[src/rtl/muldiv_pkg.sv]
// Shared definitions for the HI/LO multiply/divide unit: op codes, FSM states,
// iteration count and the signed-op decode helper.
package muldiv_pkg;

  localparam int MULDIV_ITER = 32;

  localparam logic [2:0] OP_MULT  = 3'b000;
  localparam logic [2:0] OP_MULTU = 3'b001;
  localparam logic [2:0] OP_DIV   = 3'b010;
  localparam logic [2:0] OP_DIVU  = 3'b011;
  localparam logic [2:0] OP_MTHI  = 3'b100;
  localparam logic [2:0] OP_MTLO  = 3'b101;

  typedef enum logic [1:0] {
    IDLE,
    RUN,
    FIX
  } stateT;

  function automatic logic isSignedOp(input logic [2:0] opCode);
    return (opCode == OP_MULT) || (opCode == OP_DIV);
  endfunction

endpackage

[src/rtl/muldiv_div_core.sv]
// Restoring divider on unsigned magnitudes: one shift-subtract step per cycle
// while step is high. Only instantiated when MULDIV_DIV_EN is defined.
module muldiv_div_core #(
  parameter int WIDTH = 32
) (
  input  logic             clk,
  input  logic             load,
  input  logic             step,
  input  logic [WIDTH-1:0] dividend,
  input  logic [WIDTH-1:0] divisor,
  output logic [WIDTH-1:0] quotient,
  output logic [WIDTH-1:0] remainder
);

  logic [WIDTH-1:0] rem, quo, dvsr;
  logic [WIDTH-1:0] shiftLow, diff;
  logic             geq;

  // A set MSB in the partial remainder means the shifted value exceeds any
  // WIDTH-bit divisor, so the subtraction always fits back into WIDTH bits.
  assign shiftLow = {rem[WIDTH-2:0], quo[WIDTH-1]};
  assign geq      = rem[WIDTH-1] || (shiftLow >= dvsr);
  assign diff     = shiftLow - dvsr;

  // NOTE: datapath registers carry no reset; they are always loaded on accept
  // before anything reads them, and the owning FSM is what gets reset.
  always_ff @(posedge clk) begin
    if (load) begin
      rem  <= '0;
      quo  <= dividend;
      dvsr <= divisor;
    end else if (step) begin
      rem <= geq ? diff : shiftLow;
      quo <= {quo[WIDTH-2:0], geq};
    end
  end

  assign quotient  = quo;
  assign remainder = rem;

endmodule

[src/rtl/muldiv_unit.sv]
// Iterative MIPS multiply/divide unit with HI/LO registers. Divide support is
// compiled in only when MULDIV_DIV_EN is defined; otherwise DIV/DIVU are NOPs.
module muldiv_unit
  import muldiv_pkg::*;
#(
  parameter int WIDTH = 32,
  parameter int ITER  = MULDIV_ITER
) (
  input  logic             clk,
  input  logic             reset,
  input  logic             start,
  input  logic [2:0]       op,
  input  logic [WIDTH-1:0] RsData,
  input  logic [WIDTH-1:0] RtData,
  output logic             busy,
  output logic             done,
  output logic [WIDTH-1:0] HiData,
  output logic [WIDTH-1:0] LoData
);

  localparam int CW = $clog2(ITER + 1);

  stateT              state, nextState;
  logic               iterOp, accept, signedIn, negSign, doneReg;
  logic [CW-1:0]      count;
  logic [WIDTH-1:0]   absA, absB, magA, hiReg, loReg, resHi, resLo;
  logic [WIDTH:0]     addSum;
  logic [2*WIDTH-1:0] acc, product;

`ifdef MULDIV_DIV_EN
  logic             isDiv, divZero, negRem;
  logic [WIDTH-1:0] rsRaw, quotient, remainder;

  assign iterOp = (op == OP_MULT) || (op == OP_MULTU) || (op == OP_DIV) || (op == OP_DIVU);

  muldiv_div_core #(.WIDTH(WIDTH)) divCore (
    .clk       (clk),
    .load      (accept),
    .step      (state == RUN),
    .dividend  (absA),
    .divisor   (absB),
    .quotient  (quotient),
    .remainder (remainder)
  );
`else
  assign iterOp = (op == OP_MULT) || (op == OP_MULTU);
`endif

  assign accept   = (state == IDLE) && start && iterOp;
  assign signedIn = isSignedOp(op);
  assign absA     = (signedIn && RsData[WIDTH-1]) ? -RsData : RsData;
  assign absB     = (signedIn && RtData[WIDTH-1]) ? -RtData : RtData;

  // NOTE: sequential state is assigned with <= so every register samples the
  // pre-edge values of the others, independent of block ordering.
  always_ff @(posedge clk) begin
    if (!reset) state <= IDLE;
    else        state <= nextState;
  end

  // NOTE: defaults first so no path through the case leaves nextState
  // unassigned, which would otherwise infer a latch.
  always_comb begin
    nextState = state;
    case (state)
      IDLE:    if (accept) nextState = RUN;
      RUN:     if (count == CW'(1)) nextState = FIX;
      FIX:     nextState = IDLE;
      default: nextState = IDLE;
    endcase
  end

  // Shift-add multiply: multiplier sits in the low half and drains out as the
  // partial product shifts in from the top.
  assign addSum = {1'b0, acc[2*WIDTH-1:WIDTH]} + (acc[0] ? {1'b0, magA} : '0);

  always_ff @(posedge clk) begin
    if (accept) begin
      count   <= CW'(ITER);
      magA    <= absA;
      acc     <= {{WIDTH{1'b0}}, absB};
      negSign <= signedIn && (RsData[WIDTH-1] ^ RtData[WIDTH-1]);
`ifdef MULDIV_DIV_EN
      isDiv   <= op[1];
      divZero <= (RtData == '0);
      negRem  <= signedIn && RsData[WIDTH-1];
      rsRaw   <= RsData;
`endif
    end else if (state == RUN) begin
      count <= count - 1'b1;
      acc   <= {addSum, acc[WIDTH-1:1]};
    end
  end

  always_comb begin
    product = negSign ? -acc : acc;
    resHi   = product[2*WIDTH-1:WIDTH];
    resLo   = product[WIDTH-1:0];
`ifdef MULDIV_DIV_EN
    if (isDiv) begin
      if (divZero) begin
        resHi = rsRaw;
        resLo = '1;
      end else begin
        resHi = negRem  ? -remainder : remainder;
        resLo = negSign ? -quotient  : quotient;
      end
    end
`endif
  end

  // MTHI/MTLO are only honoured in IDLE; a start seen in RUN/FIX is dropped.
  always_ff @(posedge clk) begin
    if (!reset) begin
      hiReg   <= '0;
      loReg   <= '0;
      doneReg <= 1'b0;
    end else begin
      doneReg <= (state == FIX);
      if (state == FIX) begin
        hiReg <= resHi;
        loReg <= resLo;
      end else if (state == IDLE && start && op == OP_MTHI) begin
        hiReg <= RsData;
      end else if (state == IDLE && start && op == OP_MTLO) begin
        loReg <= RsData;
      end
    end
  end

  assign busy   = (state != IDLE);
  assign done   = doneReg;
  assign HiData = hiReg;
  assign LoData = loReg;

endmodule

[config.mk]
export PLATFORM = sky130hd
export DESIGN_NAME = muldiv_unit
export DESIGN_NICKNAME = d
export VERILOG_FILES = /design/src/rtl/muldiv_pkg.sv /design/src/rtl/muldiv_div_core.sv /design/src/rtl/muldiv_unit.sv
export SDC_FILE = /design/constraint.sdc
export NUM_CORES = 1
export LEC_CHECK = 0
export ABC_AREA = 1
export CAP_MARGIN = 20
export CORE_UTILIZATION = 55
export DETAILED_ROUTE_END_ITERATION = 16
export PLACE_DENSITY = 0.77
export SLEW_MARGIN = 0
export SYNTH_ARGS = -nofsm -noshare
export SYNTH_HDL_FRONTEND = slang
export SYNTH_SLANG_ARGS = --single-unit
[constraint.sdc]
create_clock -name clk -period 6.2 [get_ports clk]
set_input_delay 0.62 -clock clk [delete_from_list [all_inputs] [get_ports clk]]
set_output_delay 0.62 -clock clk [all_outputs]
set_load 0.01 [all_outputs]
==> key figures <==
Outcome
  – Outcome: completed

Power and ir drop
  – Lkg Pwr: 7.549 nW
  – Sw Share: 41.17%
  – NetSw: 1.562 mW
  – Peak VDD IR: 155.6 µV
  – Reg power frac: 38.5%
  – Gate power share: 30.4%
  – Pwr dens: 241.1 nW/µm²
  – Clock power frac: 31.0%
  – Internal power: 2.232 mW

Clocking
  – Clk Latency, worst-skew pair: 0.46 ns
  – CTS sink cnt: 170
  – CTS tree: built
  – Longest Clk Path Bufs: 2
  – # Post-CTS Setup Buffers: 0
  – Number of hold buffers added after cts: 0
  – CTS H-tree depth: 4
  – CTS buffer count: 17
  – CTS root buf: clkbuf_16
  – Clk slew on worst S/H paths: 0.09 ns
  – CTS resizes: 0

Setup path
  – Crit-path leading delay family: simple AND/OR/NAND/NOR gates
  – RR Endpoint: acc[47]
  – Data required time of the worst path: 6.55 ns
  – Setup CP Type: flop to flop
  – CP peak stage delay: 0.50 ns
  – Highest-delay cell along the critical path: fa_1
  – CP Buf/Inv Count: 3
  – R2R depth: 13
  – CP cell instances: buf_4, nand2_1, inv_1, ha_1, fa_1, nand3_1, nand3_1, a21oi_1, o21ai_0, nand2_1, nand3_1, nand3_1, inv_1
  – Crit end category: flop
  – R2R setup slack: 3.13 ns
  – Startpoint types: flop
  – R2r startpoint: acc[0]
  – Crit path DAT: 3.42 ns
  – Worst-path fanout max: 34
  – Crit-path most repeated cell: nand3_1

Cells and area
  – Final Instance Area: 15740 µm²
  – Post-synthesis to final-layout area growth: 15.63%
  – Share of cells above drive strength 1: 3.853%
  – Ant diodes: 0
  – Fin nets: 2431

Logic synthesis
  – Synth async-reset ratio: 0%
  – Share of the synthesized area in the top cell type: 18.97%
  – Mapped Area: 13610 µm²
  – Post-synthesis sequential area ratio: 29.78%
  – Synth area leader: nand2_1
  – Top FF cell, synth: dfxtp_1
  – Cells after synthesis: 2230
  – Avg Inst Size Synth: 6.104 µm²
  – YS warnings: 0
  – Syn_nets: 2338
  – #FFs+latches synth: 170
  – Unique masters post-synth: 45
  – Post-synth EDFFs: 65
  – Top post-synthesis cells by area: nand2_1 (19%), dfxtp_1 (15%), edfxtp_1 (14%)

GRT
  – Pin count of the biggest net entering global routing: 83
  – First-pass GRT wire length: 80580 µm
  – Initial antenna violation count: 0
  – Remaining global-route overflow: 0
  – Vias in the first global route: 14256
  – All-Layer GR Usage: 41.54%

Floorplanning
  – FP Rows: 57
  – Die Wd: 159.3 µm
  – Core area: 24320 µm²
  – Effective utilization at floorplan: 55.97%
  – Die Ht: 159.3 µm
  – # IOs: 136
  – Die ar.: 25380 µm²

STA
  – Final Hold Viols: 0
  – Slew headroom: 39.09%
  – Worst clock skew: 0.01720 ns
  – RSZ-0062 raised after global routing: no
  – Setup_tns: 0 ns
  – Max-slew violation count: 0
  – Fin crit share: 49.47%
  – Min Tclk post-route: 3.067 ns
  – Max Fclk: 0.3260 GHz
  – Worst-Margin Slew: 0.9136 ns
  – Setup Viol. Count Final: 0

Hold path
  – Hold Path Origin: count[3]
  – Worst hold path depth: 2
  – Hold Path Class: flop to flop
  – WHS Endpoint: count[3]

Detailed routing
  – Via/cell ratio: 5.789
  – Final WL: 52630 µm
  – Antenna Violating Nets Remaining: 0
  – Detailed Route Iter0 Violations: 1971
  – Routed vias: 15399
  – DRT Pass-1 Iters: 7
  – Post-route DRC: 0
  – Routed wire length per instance: 19.78 µm

Place
  – DP HPWL: 41110 µm
  – Placed cell areas: 15110 µm²
  – Buffers on Ports: 135
  – Routability cong.: 1.019

Run
  – MaxCap Viol Count: 0
## worst reg2reg max path, stage by stage, from the launching register on
cell	delay (ns)
edfxtp_1	0.37
buf_4	0.26
nand2_1	0.29
inv_1	0.08
ha_1	0.26
fa_1	0.50
nand3_1	0.13
nand3_1	0.18
a21oi_1	0.38
o21ai_0	0.16
nand2_1	0.08
nand3_1	0.11
nand3_1	0.10
inv_1	0.05
## kinds of logic after synthesis
kind of cell               after synthesis  synth area share (%)
DFF                                    170                 29.78
and+or+nand+nor                       1249                 38.72
adders and majority gates               38                 3.548
buffers and inverters                  419                 12.12
AOI/OAI and AO/OA                      302                 12.49
xor gates and xnor gates                52                 3.346
## metrics by stage
step	hold WS [ns]	std cells	worst slack (ns)	util, %	power (mW)
2_1_floorplan	0.4520	2230	3.758	-	2.176
6_report	0.4873	2660	3.133	64.72	3.794
4_1_cts	0.4912	2660	3.258	64.72	3.746
5_1_grt	0.5323	2660	3.041	64.72	3.969
3_3_place_gp	0.4645	2628	3.065	62.12	2.572
3_5_place_dp	0.4794	2628	3.032	62.12	2.596
## synthesized netlist by cell type (4+ instances only)
library cell,instances
xor2_1,46
nor3_1,18
ha_1,37
edfxtp_1,65
o21ai_1,17
nor2_1,228
a31oi_1,14
xnor2_1,6
o211ai_1,9
nand3b_1,9
o31ai_2,12
or2_2,4
nand2_2,6
nor2_4,4
o21ai_0,160
buf_2,19
nand2_1,688
clkbuf_1,30
buf_1,14
inv_1,342
nor2_2,5
buf_6,5
nand4_1,37
inv_2,5
dfxtp_1,105
buf_4,4
nand3_1,236
o21bai_1,7
o31ai_1,8
a21oi_1,67
## worst max path at each step
stage / startpoint / to / slack [ns] / depth (start not counted)
floorplan: start / acc[0] / 3.76 / 6
global placement: op[0] / acc[15] / 3.06 / 8
detailed placement: op[0] / acc[15] / 3.03 / 8
CTS: acc[0] / acc[59] / 3.26 / 15
global route: acc[0] / acc[47] / 3.04 / 13
finish: acc[0] / acc[47] / 3.13 / 13
## sequential cells by signal, summed over array words and instances (netlist names)
| register | count |
|---|---|
| LoData | 32 |
| count | 6 |
| acc | 64 |
| HiData | 32 |
| magA | 32 |
| state | 2 |
| done | 1 |
| negSign | 1 |
## power groups by stage
stage | Clock [mW] | Combinational, mW | Sequential [mW]
floorplan | 0 | 0.786 | 1.39
global placement | 0 | 1.10 | 1.48
detailed placement | 0 | 1.12 | 1.47
CTS | 1.16 | 1.13 | 1.45
global route | 1.22 | 1.29 | 1.47
finish | 1.18 | 1.16 | 1.46
## cell type report
type	instances	area, µm²
fillers	2360	8581
clock buffers	17	425.4
clock inverters	15	206.4
multi-input cells	1641	7916
well taps	324	405.4
inverters	347	1303
flip-flops and latches	170	4054
repair buffers	146	1429
## placed cells by master, fill, tap and decap left out, types with 37 or more instances in the layout
cell type	synthesis	final
nand4_1	37	37
nand3_1	236	236
nor2_1	228	227
edfxtp_1	65	65
inv_1	342	342
ha_1	37	37
nand2_1	688	688
dfxtp_1	105	105
xor2_1	46	46
a21oi_1	67	67
clkdlybuf4s50_1	0	134
o21ai_0	160	160
## routing by layer
metal	GRT usage [%]	share of wire, %
met5	0	0
met2	67.62	46
met3	6.929	9.1
met1	51.47	39
met4	25.74	6.8
No activity file was read; power rests on OpenSTA's default activity.
